<file path="src/rtl/inst_buffer_pkg.sv">
// Shared definitions for the fetch/decode instruction buffer.
// Opcode constants and immediate-format select codes.
package inst_buffer_pkg;

    localparam logic [2:0] IM0    = 3'd0;
    localparam logic [2:0] IM3    = 3'd1;
    localparam logic [2:0] IM4    = 3'd2;
    localparam logic [2:0] IM5    = 3'd3;
    localparam logic [2:0] IM8    = 3'd4;
    localparam logic [2:0] IM11   = 3'd5;
    localparam logic [2:0] IM_TO8 = 3'd6;

    localparam logic [4:0] OP_B      = 5'b00010;
    localparam logic [4:0] OP_BEQZ   = 5'b00100;
    localparam logic [4:0] OP_BNEZ   = 5'b00101;
    localparam logic [4:0] OP_SHIFT  = 5'b00110;
    localparam logic [4:0] OP_ADDIU3 = 5'b01000;
    localparam logic [4:0] OP_ADDIU  = 5'b01001;
    localparam logic [4:0] OP_SLTI   = 5'b01010;
    localparam logic [4:0] OP_ADDSP  = 5'b01100;
    localparam logic [4:0] OP_LI     = 5'b01101;
    localparam logic [4:0] OP_CMPI   = 5'b01110;
    localparam logic [4:0] OP_LW_SP  = 5'b10010;
    localparam logic [4:0] OP_LW     = 5'b10011;
    localparam logic [4:0] OP_SW_SP  = 5'b11010;
    localparam logic [4:0] OP_SW     = 5'b11011;

    typedef struct packed {
        logic [15:0] inst;
        logic [15:0] pc;
    } ib_entry_t;

endpackage

</file>
<file path="src/rtl/inst_buffer_imm_sel_decode.sv">
// Immediate-format select decoder; combinational and reusable
// by any stage that needs the format code of an instruction.
module imm_sel_decode
    import inst_buffer_pkg::*;
(
    input  logic [15:0] inst,
    input  logic        valid,
    output logic [2:0]  sel
);

    logic [4:0] op;

    assign op = inst[15:11];

    always_comb begin
        sel = IM0;
        if (valid) begin
            case (op)
                OP_LW, OP_SW, OP_LW_SP, OP_SW_SP:
                    sel = IM5;
                OP_ADDIU, OP_LI, OP_BEQZ, OP_BNEZ,
                OP_SLTI, OP_CMPI, OP_ADDSP:
                    sel = IM8;
                OP_ADDIU3:
                    sel = IM4;
                OP_B:
                    sel = IM11;
                // zero shift field encodes a shift by 8
                OP_SHIFT:
                    sel = (inst[4:2] != 3'd0) ? IM3 : IM_TO8;
                default:
                    sel = IM0;
            endcase
        end
    end

endmodule

</file>
<file path="src/rtl/inst_buffer.sv">
// Two-entry fetch/decode instruction buffer with redirect flush.
// Optional same-cycle bypass when empty: define IBUF_BYPASS_EN.
module inst_buffer
    import inst_buffer_pkg::*;
#(
    parameter int DEPTH = 2
) (
    input  logic        clk,
    input  logic        rst,
    input  logic        flush,
    input  logic        f_valid,
    output logic        f_ready,
    input  logic [15:0] f_inst,
    input  logic [15:0] f_pc,
    output logic        d_valid,
    input  logic        d_ready,
    output logic [15:0] d_inst,
    output logic [15:0] d_pc,
    output logic [10:0] imm_src,
    output logic [2:0]  imm_sel
);

    localparam logic [1:0] FULL = 2'(DEPTH);

    ib_entry_t  mem [2];
    logic       rptr;
    logic       wptr;
    logic [1:0] count;
    logic       wr;
    logic       rd;
    logic       byp_take;
    ib_entry_t  head;

    assign f_ready = (count != FULL);
    assign rd      = (count != 2'd0) && d_ready;

`ifdef IBUF_BYPASS_EN
    logic byp;

    assign byp      = (count == 2'd0) && f_valid && !flush;
    assign byp_take = byp && d_ready;
    assign d_valid  = (count != 2'd0) || byp;
    assign head     = byp ? '{inst: f_inst, pc: f_pc} : mem[rptr];
`else
    assign byp_take = 1'b0;
    assign d_valid  = (count != 2'd0);
    assign head     = mem[rptr];
`endif

    // a bypassed entry goes straight to decode and is never stored
    assign wr = f_valid && f_ready && !byp_take;

    assign d_inst  = head.inst;
    assign d_pc    = head.pc;
    assign imm_src = head.inst[10:0];

    imm_sel_decode u_dec (
        .inst  (head.inst),
        .valid (d_valid),
        .sel   (imm_sel)
    );

    always_ff @(posedge clk or posedge rst) begin
        if (rst) begin
            count  <= 2'd0;
            rptr   <= 1'b0;
            wptr   <= 1'b0;
            mem[0] <= '0;
            mem[1] <= '0;
        end else if (flush) begin
            count <= 2'd0;
            rptr  <= 1'b0;
            wptr  <= 1'b0;
        end else begin
            if (wr) begin
                mem[wptr] <= '{inst: f_inst, pc: f_pc};
            end
            wptr  <= wptr ^ wr;
            rptr  <= rptr ^ rd;
            count <= count + {1'b0, wr} - {1'b0, rd};
        end
    end

endmodule

</file>
<file path="config.mk">
export PLATFORM = sky130hd
export DESIGN_NAME = inst_buffer
export DESIGN_NICKNAME = d
export VERILOG_FILES = /design/src/rtl/inst_buffer_pkg.sv /design/src/rtl/inst_buffer_imm_sel_decode.sv /design/src/rtl/inst_buffer.sv
export SDC_FILE = /design/constraint.sdc
export NUM_CORES = 1
export LEC_CHECK = 0
export BUFFER_PORTS_ARGS = -buffer_cell sky130_fd_sc_hd__buf_4
export CORE_ASPECT_RATIO = 2
export CORE_UTILIZATION = 45
export CTS_BUF_LIST = sky130_fd_sc_hd__clkbuf_16
export CTS_CLUSTER_SIZE = 12
export DETAILED_ROUTE_END_ITERATION = 12
export PLACE_DENSITY = 0.73
export REMOVE_ABC_BUFFERS = 1
export SYNTH_ARGS = -nofsm -noshare
export SYNTH_HDL_FRONTEND = slang
export SYNTH_SLANG_ARGS = --single-unit
</file>
<file path="constraint.sdc">
create_clock -name clk -period 1.77 [get_ports clk]
set_input_delay 0.177 -clock clk [delete_from_list [all_inputs] [get_ports clk]]
set_output_delay 0.177 -clock clk [all_outputs]
set_load 0.01 [all_outputs]
</file>
* Yosys cells after proc, flatten, opt, wreduce, memory -nomap -nowiden
Cells that the tools add are included.
** Storage, ports and cells
- Input bits :: 37
- Word-level logic and storage cells :: 52
- Register bits after elaboration :: 68
- Output and inout port bits :: 48
** Operators by class
- $add $sub $neg :: 2
- Bitwise logic cells :: 5
- Multiplexer cells :: 12
- Reduce and logical (&&, ||, !) cells :: 8
- Equal/unequal tests :: 15
- $lt $le $gt $ge :: 3
** Operators by type and width (number)
- $mux W32 :: 4
- $bwmux W64 :: 1
- $demux W32 S1 :: 1
- $eq A5 B4 Y1 const B :: 6
- $eq A5 B5 Y1 const B :: 4
- $eq A5 B3 Y1 const B :: 3
- $pmux W3 S5 :: 1
- $reduce_or A7 Y1 :: 1
- $mux W3 :: 2
- $eq A5 B2 Y1 const B :: 1
- $ge A2 B2 Y1 const B :: 2
- $not A1 Y2 :: 2
- $reduce_or A4 Y1 :: 1
- $logic_and A1 B1 Y1 :: 3
- $reduce_bool A3 Y1 :: 1
- $add A2 B1 Y2 :: 1
- $lt A2 B1 Y1 const B :: 1
- $mux W1 :: 2
- $mux W2 :: 1
- $ne A2 B2 Y1 const B :: 1
- $reduce_and A2 Y1 :: 1
- $reduce_bool A2 Y1 :: 1
- $sub A2 B1 Y2 :: 1
- $xor A1 B1 Y1 :: 2
- $not A1 Y1 :: 1

* Logic depth before layout (Yosys ltp)
Gate-level depths: netlist of the first run.
- Depth in word-level cells :: 8
- Depth in mapped cells :: 7
- Mapped depth without buffers :: 7

* Hierarchy
Synthesis of the first run repeated with hierarchy kept, for this count alone.
** Unflattened totals
- Cells, all modules :: 226
- Area, all modules :: 3248.1 sq um
** Modules (own cells, without submodules)
- inst_buffer :: instances 1, area an instance 3099.2 sq um, seq. area each 1701.6 sq um, cells each 206
- imm_sel_decode :: instances 1, area an instance 148.9 sq um, seq. area each 0.0 sq um, cells each 20

* Worst setup path after synthesis of the first run
No wires, ideal clock.
- Path kind :: register -> register
- Start point :: register count[1]
- End point :: register count[0]
- Slack :: 0.076 ns
- Stages on the path, launching flop included :: 7
- Path buffers :: 0
- Required time :: 1.652 ns
- Period minus slack after synthesis :: 1.694 ns
- Arrival :: 1.576 ns
- Setup time :: 0.118 ns
- Cells stage by stage :: dfrtp_1 -> or2_2 -> and2_1 -> ha_1 -> inv_1 -> ha_1 -> nor2b_1
** On the way
- Elaborated cells on any way between the ends :: 7
- Classes of those cells :: 2 x add/sub; 1 x eq/ne; 1 x mux; 3 x reduce/logical
** RTL lines
- start: declaration :: RTL line inst_buffer.sv:28 : logic [1:0] count;
- start signal: assignment :: RTL line inst_buffer.sv:80 : count <= count + {1'b0, wr} - {1'b0, rd};
- $reduce_bool A2 Y1
- via d_valid :: RTL line inst_buffer.sv:15 : output logic d_valid,
- $logic_and A1 B1 Y1 :: RTL line inst_buffer.sv:35 : assign rd = (count != 2'd0) && d_ready;
- $sub A2 B1 Y2 :: RTL line inst_buffer.sv:80
- $mux W2 :: RTL line inst_buffer.sv:70 : end else if (flush) begin
The timed path passes the listed nets, and every way through them passes these cells.
A chain may end at the register's enable or synchronous reset.

* Worst setup path after layout of the first run
- Start point :: register rptr
- End point :: output imm_sel[2]
** On the way
- Word-level cells in the longest chain between the ends :: 8
- Elaborated cells on any way between the ends :: 24
- Classes of those cells :: 14 x eq/ne; 6 x mux; 1 x bitwise; 3 x reduce/logical
** Ends and longest elaborated chain
- start: declaration :: RTL line inst_buffer.sv:26 : logic rptr;
- start signal: assignment :: RTL line inst_buffer.sv:79 : rptr <= rptr ^ rd;
- $not A1 Y2 (implied by the code) (*) :: RTL line inst_buffer.sv:47 : assign head = mem[rptr];
- $mux W32 (implied by the code) (*) (3 in series) :: RTL line inst_buffer.sv:47
- $eq A5 B4 Y1, or another cell as far along :: RTL line inst_buffer_imm_sel_decode.sv:18 : case (op)
- $reduce_or A7 Y1, or another cell as far along :: RTL line inst_buffer_imm_sel_decode.sv:18
- $pmux W3 S5 (*) :: RTL line inst_buffer_imm_sel_decode.sv:18
- $mux W3 (*) :: RTL line inst_buffer_imm_sel_decode.sv:17 : if (valid) begin
- end: declaration :: RTL line inst_buffer.sv:20 : output logic [2:0] imm_sel
Every way passes the cells marked *; elsewhere a longest branch is shown, timed or not. The select of a mux whose other input is x is not followed.

==> results of run 1 <==
cell type report:
class	instances	area, µm²	share of cell area
clock buffer	9	225	0.0522
clock inverter	6	23.8	0.00551
inverter	6	22.5	0.00522
multi-input combinational	131	1400	0.325
sequential	68	1700	0.394
tap	90	113	0.0261
timing repair buffer	101	827	0.192
cells in the final DEF (no fill, tap or decap), types with 3 or more instances in the layout:
cell	n
buf_4	94
mux2_2	89
dfrtp_1	67
clkbuf_16	9
nor2_1	6
inv_2	5
buf_12	5
a21oi_1	4
clkinv_1	4
mux2i_4	3
layer usage:
layer | up-vias | global-route usage | wire length, µm
met5 | - | 0 | 0
met4 | 0 | 0.0875 | 121
met3 | 8 | 0.0648 | 260
met2 | 54 | 0.350 | 3780
met1 | 1064 | 0.179 | 2190
li1 | 971 | - | -
state kept, by name, indices dropped and copies added (netlist names):
register and flops:
rptr 1, count 2, mem 64, wptr 1
critical path: cells and delay by family, from the launching register on:
kind                   cells  cell delay (ps)
buffers and inverters      3              400
AOI/OAI and AO/OA          2              380
muxes                      1              290
and+or+nand+nor            1               90
DFF                        1              420
cell families after synthesis:
family          Yosys count  share of synthesized area
xor+xnor                  4                     0.0108
fa+ha+maj                 2                    0.00774
mux                      96                      0.344
flops                    68                      0.526
buf+inv                  27                     0.0542
compound gates           10                     0.0186
simple gates             19                     0.0383
cell usage after synthesis (all sizes together):
library cell and number:
nor2 6, or2 1, nand3 2, inv 6, nor2b 1, nand2 1
a21oi 4, dfrtp 68, nor3 2, nand2b 2, o21ai 3, xor2 2
mux2i 4, nand4b 1, a211o 1, nor4 2, o31ai 1, ha 2
buf 21, mux2 92, o211ai 1, and2 1, xnor2 2
how the worst max path moves through the flow:
stage                  start    endpoint  slack [ps]  depth (start not counted)
floorplan           count[1]     mem[32]        -700                          4
global placement        rptr  imm_sel[2]          50                          7
detailed placement      rptr  imm_sel[1]           6                          7
CTS                     rptr  imm_sel[0]        -310                          6
global route            rptr  imm_sel[0]        -420                          7
finish                  rptr  imm_sel[2]        -290                          7
repair_timing:
action	in CTS	in global routing
setup endpoints to repair	19	28
setup buffers	3	0
hold endpoints to repair	9	0
hold buffers	1	0
pin swaps	1	2
resized for setup	5	5
power breakdown:
group / leakage (nW) / switching [W] / internal (W)
clock: 0.126 / 0.000588 / 0.000909
combinational: 1.02 / 0.00170 / 0.00237
sequential: 0.810 / 0.000410 / 0.00232
stage by stage:
step	TNS, ps	hold WS [ps]	cells	power [W]
after global routing	-2520	55.9	411	0.00883
after floorplan	-46400	243	205	0.00493
final	-960	65.6	411	0.00831
after global placement	0	146	392	0.00658
after detailed placement	0	146	392	0.00669
after CTS	-1320	54.7	411	0.00833
==> results.yml, run 1 <==
detailed_routing:
  post-route-drc-count: 0
  ant_nets: 0
  post_drt_wl_per_cell_um: 15.5
  drt-total-wl_um: 6350
  drt_first_pass_iters: 4
  viasPerCell: 5.10
  dr_total_vias: 2097
  drt_iter0_drc: 57
critical_path:
  crit_fanout: 7
  worst-setup-path-type: "flip-flop to output pin"
  crit_path_end_kind: "output pin"
  r2r-end: "count[1]"
  slowest_delay_ps: 420
  reg2reg_depth: 7
  crit_arrival_ps: 1890
  timing.rr.start: "count[1]"
  cp_slowest_cell: "dfrtp_2"
  startpoint_type: "flip-flop"
  rrSetupSlack_ps: 110
  cp_cell_sequence: "buf_12 -> mux2i_4 -> inv_2 -> a211o_2 -> nand3_1 -> a21oi_1 -> buf_4"
  worstPathRequired_ps: 1590
finish:
  drive_above_1_share: 0.682
  final_util: 0.622
  nets: 356
  stdcell_area_mm2: 0.00432
  antennaDiodeCount: 0
  area_growth_pct: 33.6
  fillers: 547
synthesis:
  syn-cell-area_mm2: 0.00323
  synth.largest_area_cell: "dfrtp_1"
  syn_inst: 226
  synth_cell_types: 32
  synthTopCellsByArea: "dfrtp_1, mux2_2, buf_4"
  synth_top_area_frac: 0.526
  ys_seq_area_frac: 0.526
  synth-seq-cells: 68
  ys_warn_count: 0
  syn_area_per_cell_um2: 14.3
floorplanning:
  rows: 43
  die_y_um: 122
  initial_utilization: 0.466
  io_pins: 85
  die_w_um: 61.9
  dieArea_mm2: 0.00755
  core-area_mm2: 0.00694
clock_tree:
  htreeDepth: 3
  clk_path_buf_depth: 2
  path_clk_slew_ps: 50
  clock_latency_ps: 330
  cts_buffers: 9
  cts.sinks: 68
  cts_tree: "done"
  cts_root_buf: "clkbuf_16"
timing:
  slew_headroom: 0.803
  tightest_slew_ps: 293
  hold_violations: 0
  finalCritPeriodShare: 1.17
  timing.final.ws_setup_ps: -294
  rsz0062_at_grt: "yes"
  skew_ps: 5.18
  final_max_slew_viol_count: 0
  fmaxAchievable_mhz: 485
  layout_min_cycle_time_ps: 2060
  finalSetupViolCount: 15
global_routing:
  grt_remaining_overflow: 0
  grt_pass1_vias: 2193
  antenna_found_initial: 0
  grt_first_pass_wirelength_um: 9980
  grt_max_degree: 33
  grt_usage: 0.192
place:
  place_congestion: 0.728
  placed_area_mm2: 0.00399
  place_ws_ps: 5.57
  dp_hpwl_um: 4580
  io_buffers: 84
run:
  drv_cap: 0
pwr:
  ir_drop_uv: 971
  power_density_mw_per_mm2: 1920
  p_leak_nw: 1.96
worst_hold_path:
  min_delay_path_depth: 2
  hp-class: "primary input to flip-flop"
  min_from: "flush"
  hold-path-endpoint: "count[1]"
status:
  status: "finished, violations left"
  violations: "setup timing"
Note: power is estimated with default switching activity, not from simulation.
==> run 2: changes to the inputs <==
==> constraint.sdc (replaced) <==
create_clock -name clk -period 1.77 [get_ports clk]
set_input_delay 0.177 -clock clk [delete_from_list [all_inputs] [get_ports clk]]
set_output_delay 0.177 -clock clk [all_outputs]
set_load 0.05 [all_outputs]
==> results.yml, run 2 (same netlist as run 1, synthesis figures left out) <==
place:
  place_congestion: 0.723
  placed_area_mm2: 0.00401
  io_buffers: 84
  dp_hpwl_um: 4670
detailed_routing:
  viasPerCell: 5.14
  ant_nets: 0
  dr_total_vias: 2113
  drt_iter0_drc: 54
  post_drt_wl_per_cell_um: 16.1
  post-route-drc-count: 0
  drt_first_pass_iters: 4
  drt-total-wl_um: 6620
floorplanning:
  dieArea_mm2: 0.00755
  die_y_um: 122
  rows: 43
  die_w_um: 61.9
  io_pins: 85
  initial_utilization: 0.466
  core-area_mm2: 0.00694
status:
  status: "finished, violations left"
  violations: "setup timing"
clock_tree:
  path_clk_slew_ps: 50
  cts_root_buf: "clkbuf_16"
  cts.sinks: 68
  clk_path_buf_depth: 2
  cts_tree: "done"
  cts_buffers: 9
  clock_latency_ps: 320
  htreeDepth: 3
timing:
  layout_min_cycle_time_ps: 2190
  slew_headroom: 0.701
  rsz0062_at_grt: "yes"
  finalSetupViolCount: 15
  finalCritPeriodShare: 1.24
  skew_ps: 4.30
  timing.final.ws_setup_ps: -421
  fmaxAchievable_mhz: 456
  hold_violations: 0
  final_max_slew_viol_count: 0
  tightest_slew_ps: 448
finish:
  regMostFlops: "mem"
  mostFrequentLayoutCells: "mux2_2, dfrtp_1, buf_4"
  top_regs: "mem x64, count x2"
  antennaDiodeCount: 0
  area_growth_pct: 40.1
  drive_above_1_share: 0.688
  nets: 359
  stdcell_area_mm2: 0.00453
  largest_reg_flops: 64
  mostFrequentLayoutCell: "mux2_2"
critical_path:
  startpoint_type: "flip-flop"
  crit_fanout: 4
  worst-setup-path-type: "flip-flop to output pin"
  crit_path_end_kind: "output pin"
  worstPathRequired_ps: 1590
  crit_arrival_ps: 2010
global_routing:
  grt_pass1_vias: 2286
  grt_usage: 0.196
  grt_first_pass_wirelength_um: 10500
  antenna_found_initial: 0
  grt_max_degree: 33
  grt_remaining_overflow: 0
run:
  drv_cap: 0
worst_hold_path:
  hp-class: "primary input to flip-flop"
run 2: changes by cell type in the layout (fill, tap and decap cells not counted), sizes merged:
cell    previous run  this run
buf              100       103
clkinv             5         1
inv                7         8
run 2: through the flow:
stage / instances / hold slack [ps] / worst slack [ps] / util / TNS (ps)
after CTS: 410 / 52.5 / -418 / 0.642 / -1310
after detailed placement: 394 / 220 / -87.9 / 0.577 / -220
after global routing: 411 / 63.3 / -556 / 0.653 / -3000
after floorplan: 205 / 243 / -1380 / - / -77080
after global placement: 394 / 222 / -25.4 / 0.577 / -40.4
final: 411 / 64.7 / -421 / 0.653 / -1360
run 2: per-layer routing:
metal / part of all wire / vias to the layer above / GRT usage / routed length [µm]
met4: 0.018 / 0 / 0.0861 / 116
met3: 0.036 / 8 / 0.0563 / 239
met1: 0.37 / 1084 / 0.202 / 2450
met2: 0.58 / 52 / 0.349 / 3810
li1: - / 969 / - / -
met5: 0 / - / 0 / 0
run 2: layout make-up:
type	instances	area, µm²
clock buffers	9	225
clock inverters	3	11.3
fillers	506	2410
inverters	6	22.5
multi-input cells	131	1440
flip-flops and latches	68	1700
well taps	90	113
repair buffers	104	1020
run 2: worst paths after layout:
kind                            startpoint  slack [ps]  cells after the start    endpoint
max in group asynchronous              rst         790                      4     mem[61]
worst max-delay path                  rptr        -420                      7  imm_sel[1]
worst max register to register    count[1]          90                      6    count[0]
min in group asynchronous              rst         440                      3     mem[33]
worst min register to register      mem[2]         500                      1      mem[2]
worst min-delay path                 flush          60                      2    count[1]
run 2: critical path: stages, from the launching register on:
cell,delay (ps)
dfrtp_2,420
buf_6,120
mux2i_4,230
inv_2,70
nor4_4,370
a21oi_1,130
nor2_1,170
buf_6,180
run 2: repair_timing:
item,4_1_cts,5_1_grt
endpoints found under the setup margin,34,35
gates resized for setup,48,12
endpoints found under the hold margin,18,0
pin swaps,5,2
setup buffers,3,1
gates cloned,0,0
hold buffers,1,0
Power of run 2 is not shown: default switching activity piles up to over one toggle a cycle in this logic, so the estimate is an artifact.
